## src/rtl/sgt_stream_pkg.sv

```systemverilog
// rtl/sgt_stream_pkg.sv - shared op encodings and reset-value helper for the stream tracker
package sgt_stream_pkg;

  localparam int OP_W = 3;

  localparam logic [OP_W-1:0] OP_GT = 3'd0;
  localparam logic [OP_W-1:0] OP_GE = 3'd1;
  localparam logic [OP_W-1:0] OP_LT = 3'd2;
  localparam logic [OP_W-1:0] OP_LE = 3'd3;
  localparam logic [OP_W-1:0] OP_EQ = 3'd4;
  localparam logic [OP_W-1:0] OP_NE = 3'd5;

  // Smallest representable value: the frame max restarts from here.
  // Returned 64 bits wide; callers truncate to their WIDTH (WIDTH <= 64).
  function automatic logic [63:0] min_val(input int width, input bit signed_mode);
    return signed_mode ? (64'd1 << (width - 1)) : 64'd0;
  endfunction

endpackage

```

## src/rtl/sgt_cmp_core.sv

```systemverilog
// rtl/sgt_cmp_core.sv - combinational greater-than / equal core, signed or unsigned
module sgt_cmp_core #(
  parameter int WIDTH  = 2,
  parameter bit SIGNED = 1'b1
) (
  input  logic [WIDTH-1:0] a,
  input  logic [WIDTH-1:0] b,
  output logic             gt,
  output logic             eq
);

  // Single magnitude compare shared by every derived op
  always_comb begin
    eq = (a == b);
    if (SIGNED) begin
      gt = ($signed(a) > $signed(b));
    end else begin
      gt = (a > b);
    end
  end

endmodule

```

## src/rtl/sgt_stream_tracker.sv

```systemverilog
// rtl/sgt_stream_tracker.sv - streaming comparator with per-frame running max and beat count
module sgt_stream_tracker
  import sgt_stream_pkg::*;
#(
  parameter int WIDTH  = 2,
  parameter bit SIGNED = 1'b1,
  parameter int CNT_W  = 8
) (
  input  logic             CLK,
  input  logic             RESET,
  input  logic             in_valid,
  output logic             in_ready,
  input  logic [WIDTH-1:0] I0,
  input  logic [WIDTH-1:0] I1,
  input  logic [OP_W-1:0]  op,
  input  logic             last,
  output logic             out_valid,
  input  logic             out_ready,
  output logic             O,
  output logic             op_err,
  output logic             out_last,
  output logic [WIDTH-1:0] frame_max,
  output logic [CNT_W-1:0] frame_cnt
);

  localparam logic [WIDTH-1:0] MAX_RST = WIDTH'(min_val(WIDTH, SIGNED));
  localparam logic [CNT_W-1:0] CNT_SAT = {CNT_W{1'b1}};

  logic             in_frame;
  logic             accept;
  logic             op_gt, op_eq;
  logic             max_gt, max_eq;
  logic             res, err;
  logic [WIDTH-1:0] nxt_max;
  logic [CNT_W-1:0] nxt_cnt;

  // No skid buffer: a stalled output blocks the input directly
  assign in_ready = !out_valid | out_ready;
  assign accept   = in_valid & in_ready;

  sgt_cmp_core #(.WIDTH(WIDTH), .SIGNED(SIGNED)) u_cmp_op (
    .a  (I0),
    .b  (I1),
    .gt (op_gt),
    .eq (op_eq)
  );

  // The published frame_max doubles as the running accumulator while in_frame=1
  sgt_cmp_core #(.WIDTH(WIDTH), .SIGNED(SIGNED)) u_cmp_max (
    .a  (I0),
    .b  (frame_max),
    .gt (max_gt),
    .eq (max_eq)
  );

  // Decode the op from the shared gt/eq pair and compute the next frame statistics
  always_comb begin
    res     = 1'b0;
    err     = 1'b0;
    nxt_max = frame_max;
    nxt_cnt = frame_cnt;
    case (op)
      OP_GT:   res = op_gt;
      OP_GE:   res = op_gt | op_eq;
      OP_LT:   res = !op_gt & !op_eq;
      OP_LE:   res = !op_gt;
      OP_EQ:   res = op_eq;
      OP_NE:   res = !op_eq;
      default: err = 1'b1;
    endcase
    if (!in_frame) begin
      nxt_max = I0;
      nxt_cnt = CNT_W'(1);
    end else begin
      // Strictly greater only: an equal sample keeps the stored max
      if (max_gt && !max_eq) begin
        nxt_max = I0;
      end
      if (frame_cnt != CNT_SAT) begin
        nxt_cnt = frame_cnt + CNT_W'(1);
      end
    end
  end

  // Single output register stage plus frame-open flag
  always_ff @(posedge CLK) begin
    if (RESET) begin
      out_valid <= 1'b0;
      O         <= 1'b0;
      op_err    <= 1'b0;
      out_last  <= 1'b0;
      frame_max <= MAX_RST;
      frame_cnt <= '0;
      in_frame  <= 1'b0;
    end else if (accept) begin
      out_valid <= 1'b1;
      O         <= res;
      op_err    <= err;
      out_last  <= last;
      frame_max <= nxt_max;
      frame_cnt <= nxt_cnt;
      in_frame  <= !last;
    end else if (out_ready) begin
      out_valid <= 1'b0;
    end
  end

endmodule

```

## config.mk

```make
export PLATFORM = sky130hd
export DESIGN_NAME = sgt_stream_tracker
export DESIGN_NICKNAME = d
export VERILOG_FILES = /design/src/rtl/sgt_stream_pkg.sv /design/src/rtl/sgt_cmp_core.sv /design/src/rtl/sgt_stream_tracker.sv
export SDC_FILE = /design/constraint.sdc
export NUM_CORES = 1
export LEC_CHECK = 0
export ABC_AREA = 1
export BUFFER_PORTS_ARGS = -buffer_cell sky130_fd_sc_hd__buf_2
export CELL_PAD_IN_SITES_DETAIL_PLACEMENT = 1
export CELL_PAD_IN_SITES_GLOBAL_PLACEMENT = 2
export CORE_UTILIZATION = 29
export DETAILED_ROUTE_END_ITERATION = 10
export PLACE_DENSITY = 0.8
export SLEW_MARGIN = 0
export SYNTH_ARGS = -nofsm -noshare
export SYNTH_HDL_FRONTEND = slang
export SYNTH_SLANG_ARGS = --single-unit
```

## constraint.sdc

```tcl
create_clock -name CLK -period 1.8 [get_ports CLK]
set_input_delay 0.09 -clock CLK [delete_from_list [all_inputs] [get_ports CLK]]
set_output_delay 0.09 -clock CLK [all_outputs]
set_load 0.005 [all_outputs]
```

==> results of run 1 <==
-- metrics by stage --
| step | worst slack, ns | instance area, µm² |
|---|---|---|
| floorplan | 0.5141 | 910.9 |
| global placement | 0.4126 | 1082 |
| detailed placement | 0.4085 | 1082 |
| CTS | 0.3776 | 1110 |
| global route | 0.2703 | 1110 |
| finish | 0.4036 | 1110 |
-- cells in the final DEF (no fill, tap or decap), types with 2 or more instances in the layout --
cell type,count
nor2_1,14
clkbuf_4,3
nand2_1,28
inv_1,21
o21ai_0,7
nand2_4,3
nand3_1,8
nand4_1,2
nand2_2,4
dfxtp_1,15
inv_2,2
buf_2,26
fa_1,2
ha_1,5
nor3_1,2
a21oi_1,8
-- final timing paths --
| check | cells past startpoint | end | startpoint | slack [ns] |
|---|---|---|---|---|
| max | 8 | frame_max[0] | frame_max[0] | 0.40 |
| min | 3 | out_last | last | 0.05 |
| max reg2reg | 8 | frame_max[0] | frame_max[0] | 0.40 |
| min reg2reg | 2 | O | O | 0.47 |
-- cell type report --
| type | count | area, µm² |
|---|---|---|
| sequential | 15 | 300.3 |
| multi-input combinational | 89 | 513.0 |
| clock inverter | 1 | 5.005 |
| tap | 42 | 52.55 |
| clock buffer | 3 | 22.52 |
| fill | 384 | 1767 |
| timing repair buffer | 26 | 130.1 |
| inverter | 23 | 86.33 |
-- power breakdown --
group	internal, W	switching (W)	leakage (nW)
clock network	0.0000825	0.000121	0.0177
logic	0.0000469	0.0000693	0.446
registers	0.000347	0.0000128	0.123
-- registers in the layout, indices dropped and copies added (netlist names) --
name	flops
O	1
op_err	1
in_frame	1
frame_cnt	8
out_last	1
frame_max	2
out_valid	1
-- critical path, cell delays in order, from the launching register on --
cell     delay, ns
dfxtp_1       0.37
ha_1          0.15
inv_1         0.04
fa_1          0.35
nand2_1       0.08
nand2_1       0.06
nand2_1       0.11
nand2_1       0.06
a21oi_1       0.11
-- layer usage --
metal	wire length (µm)	global-route usage	vias to the layer above
li1	-	-	455
met1	1104	0.2008	386
met2	1024	0.2562	16
met3	80	0.03348	2
met4	13	0.03401	0
met5	0	0	-
-- kinds of logic (layout without fill, tap and decap cells) --
kind of cell	count (synthesis)	count (layout)	synth area share
compound gates	18	18	0.1058
fa+ha+maj	7	7	0.1126
buf+inv	24	53	0.1071
simple gates	64	64	0.3448
flops	15	15	0.3297
==> results.cfg, run 1 <==
[outcome]
status = finished, violations left
violations = design-rule violations

[detailed_routing]
drt_iter0_markers = 23
drt-total-wl_um = 2222
drc = 1
drtPass1Iterations = 7
avgRoutedWirePerCell_um = 11.17
num_vias = 859
via_per_inst = 4.317
antenna_left = 0

[place]
dp_cells = 195
routabilityCongestion = 0.7568
io_buffers = 26
place_hpwl_um = 1776

[logic_synthesis]
synth_area_leaders = dfxtp_1 33%, nand2_1 12%, inv_1 8.7%, ha_1 6.9%, nor2_1 5.8%
synth_top_cell_area_share = 0.3297
yosysSeqAreaShare = 0.3297
syn_inst = 128
synth_top_area_cell = dfxtp_1
synth-main-ff-cell = dfxtp_1
post-synth-top-count-cell = nand2_1
yosysWarnings = 0
synthTopCellsByCount = 28 x nand2_1, 21 x inv_1, 15 x dfxtp_1
synth_async_sr_flop_share = 0
synth.distinct_cells = 21
synth_edf_count = 0
syn_nets = 147
yosys_register_bits = 15
syn-cell-area_um2 = 910.9
avgSynthCellArea_um2 = 7.116

[layout]
diodes = 0
drive_above_1_share = 0.2675
area_growth_pct = 21.84
final_nets = 177
finish.utilization = 0.3858
final_cells = 199

[timing]
fin_skew_ns = 0.002596
final_max_slew_viol_count = 0
fmax_mhz = 716.1
fin_setup_tns_ns = 0
setup_viol = 0
layout_min_cycle_time_ns = 1.396
rsz0062_at_grt = false
finalHoldViolCount = 0
tightest_slew_ns = 0.4927
finalCritPeriodShare = 0.7758
timing.hold.ws_ns = 0.04522
relSlewSlack = 0.6681

[clock_tree]
path_clk_slew_ns = 0.10
cts_resized = 0
cts-root-buf = clkbuf_4
cts_sinks = 15
clock_latency_ns = 0.29
post_cts_buffers = 0
hold_buffers = 0
ctsHtreeMaxLevel = 1
cts_tree = done
cts.path.max_buffers = 2
cts_buffers = 3

[flow_run]
drv_cap = 0

[global_routing]
antenna_found_initial = 0
grt_pass1_wl_um = 3898
grt_usage = 0.1528
grt_pass1_vias = 902
grt_overflow = 0
grt_max_degree = 14

[worst_setup_path]
worst_setup_path_end_kind = register
critPathRequiredTime_ns = 2.03
path_max_fanout = 3
worstPathArrival_ns = 1.62
critPathKind = reg -> reg
start_kind = register

[floorplan]
start_util = 0.3167
die_w_um = 58.05
dieArea_mm2 = 0.003369
num_rows = 19
core_area_mm2 = 0.002877
ios = 27
die_h_um = 58.05

[pwr]
power_leakage_nw = 0.5870
max-vdd-ir-drop_mv = 0.2458
power_density_mw_per_mm2 = 611.8
totalPowerFinal_w = 0.0006790

[min_path]
hold_path_class = in -> reg
No activity file was read; power rests on OpenSTA's default activity.
==> run 2, diff against run 1 <==
- ABC_AREA: 1 -> 0
- CORE_UTILIZATION: 29 -> 28
- PLACE_DENSITY: 0.8 -> 0.73
- clock period: 1.8 -> 1.34 ns (I/O delays scaled with it)
==> run 2 against run 1 <==
The run ends with design-rule violations, negative setup slack left. Critical endpoint unchanged. First-iteration DRC count is 22% lower. Final cell count is 10% lower. Critical path depth is 1 lower. Sequential cell count stayed put. Synthesized cell count is 23% lower. Setup slack worse by 0.66 ns. Worst hold slack worse by 0.024 ns. Register-to-register slack worse by 0.66 ns.
==> results.cfg, run 2 <==
[worst_setup_path]
start_kind = register
critPathTopFamily = adder cells
path_buf_inv = 1
critPathKind = reg -> reg
worstPathArrival_ns = 1.79
rrSetupSlack_ns = -0.26
slowest_stage = dfxtp_2
path_max_fanout = 2
crit_chain = ha_4, inv_2, fa_2, a21boi_2, o211ai_1, mux2i_1, nor2_1
slowest_delay_ns = 0.36
worst_setup_path_end_kind = register
critPathRequiredTime_ns = 1.53

[timing]
fin_skew_ns = 0.002773
layout_min_cycle_time_ns = 1.601
finalCritPeriodShare = 1.195
relSlewSlack = 0.8109
rsz0062_at_grt = true
tightest_slew_ns = 0.2836
fin_ws_ns = -0.2606
fmax_mhz = 624.8
timing.hold.ws_ns = 0.02076
setup_viol = 4
finalHoldViolCount = 0
final_max_slew_viol_count = 0
fin_setup_tns_ns = -0.5549

[global_routing]
grt_pass1_vias = 900
grt_overflow = 0
grt_pass1_wl_um = 4250
grt_usage = 0.1687
antenna_found_initial = 0
grt_max_degree = 10

[logic_synthesis]
synth-main-ff-cell = dfxtp_1
yosysWarnings = 0
syn_nets = 118
synth_top_area_cell = dfxtp_1
syn-cell-area_um2 = 863.3
post-synth-top-count-cell = dfxtp_1
syn_inst = 99
synth_async_sr_flop_share = 0
yosys_register_bits = 15
synthTopCellsByCount = 15 x dfxtp_1, 10 x inv_1, 8 x a21oi_1
synth.distinct_cells = 38
yosysSeqAreaShare = 0.3478
synth_edf_count = 0
synth_top_cell_area_share = 0.3478
avgSynthCellArea_um2 = 8.720
synth_area_leaders = dfxtp_1 35%, ha_1 7.2%, a21oi_1 4.6%, fa_1 4.6%, inv_1 4.3%

[place]
routabilityCongestion = 0.8233
place_hpwl_um = 1882
dp_cells = 173
dp_slack_ns = -0.2864
io_buffers = 26

[layout]
layout_commonest_cell = buf_2
final_cells = 179
layout_common_cells = 26 x buf_2, 21 x buf_4, 10 x dfxtp_1
diodes = 0
final_nets = 168
area_growth_pct = 51.01
largest_registers = frame_cnt x8, frame_max x2
largest_reg_flops = 8
fillers = 348
drive_above_1_share = 0.4932
regMostFlops = frame_cnt

[detailed_routing]
via_per_inst = 5.039
drc = 2
drt_iter0_markers = 18
drt-total-wl_um = 2405
avgRoutedWirePerCell_um = 13.44
antenna_left = 0
drtPass1Iterations = 7
num_vias = 902

[clock_tree]
cts_buffers = 3
cts_sinks = 15
cts_tree = done
cts.path.max_buffers = 2
ctsHtreeMaxLevel = 1
cts-root-buf = clkbuf_4
path_clk_slew_ns = 0.09
clock_latency_ns = 0.29
hold_buffers = 0

[floorplan]
num_rows = 19
die_h_um = 57.53
dieArea_mm2 = 0.003309
ios = 27
start_util = 0.3052
die_w_um = 57.53
core_area_mm2 = 0.002829

[pwr]
power_density_mw_per_mm2 = 721.3
power_leakage_nw = 0.5991
max-vdd-ir-drop_mv = 0.3727
totalPowerFinal_w = 0.0009404

[outcome]
status = finished, violations left
violations = design-rule violations, negative setup slack

[min_path]
hold_path_class = in -> reg

[flow_run]
drv_cap = 0
## run 2: cells by family after synthesis
| logic type | count (synthesis) | synth area share |
|---|---|---|
| flip-flops | 15 | 0.3478 |
| buffers and inverters | 13 | 0.06522 |
| multiplexers | 2 | 0.02319 |
| adder cells (fa/ha/maj) | 7 | 0.1188 |
| AND/OR/NAND/NOR | 32 | 0.2130 |
| AO/OA/AOI/OAI | 30 | 0.2319 |
## run 2: path summary, 6_finish.rpt
check	end	depth (start not counted)	from
setup / recovery	frame_max[0]	7	frame_max[0]
hold reg to reg	op_err	2	op_err
hold / removal	frame_max[0]	3	I0[0]
setup reg to reg	frame_max[0]	7	frame_max[0]
## run 2: area by class of cell
type,instances,area [µm²],share of cell area
inverters,11,43.79,0.03359
repair buffers,47,287.8,0.2207
flip-flops and latches,15,311.5,0.2390
multi-input cells,71,595.6,0.4568
well taps,31,38.79,0.02975
clock buffers,4,26.28,0.02015
## run 2: report_power, final
part	switching (W)	internal (W)
clock	0.000157	0.000116
sequential	0.0000167	0.000462
combinational	0.0000924	0.0000958
total	0.000266	0.000674
## run 2: timing repair
action,CTS,global route
buffers inserted,0,2
pin swaps,4,9
setup endpoints to repair,8,9
gates resized for setup,7,9
## run 2: per-stage QoR
stage            util  area, µm²
2_1_floorplan       -      904.6
3_3_place_gp   0.4255       1204
3_5_place_dp   0.4255       1204
4_1_cts        0.4463       1262
5_1_grt        0.4609       1304
6_report       0.4609       1304
## run 2: metal layers
metal | vias up | GRT usage | wire length [µm]
li1 | 453 | - | -
met1 | 427 | 0.2204 | 1138
met2 | 18 | 0.2674 | 1133
met3 | 4 | 0.04989 | 107
met4 | 0 | 0.05226 | 26
met5 | - | 0 | 0
## run 2: worst reg2reg max path: stages (launching register included)
cell and delay [ns]:
dfxtp_2 0.36, ha_4 0.12, inv_2 0.03, fa_2 0.31, a21boi_2 0.15, o211ai_1 0.25
mux2i_1 0.23, nor2_1 0.05
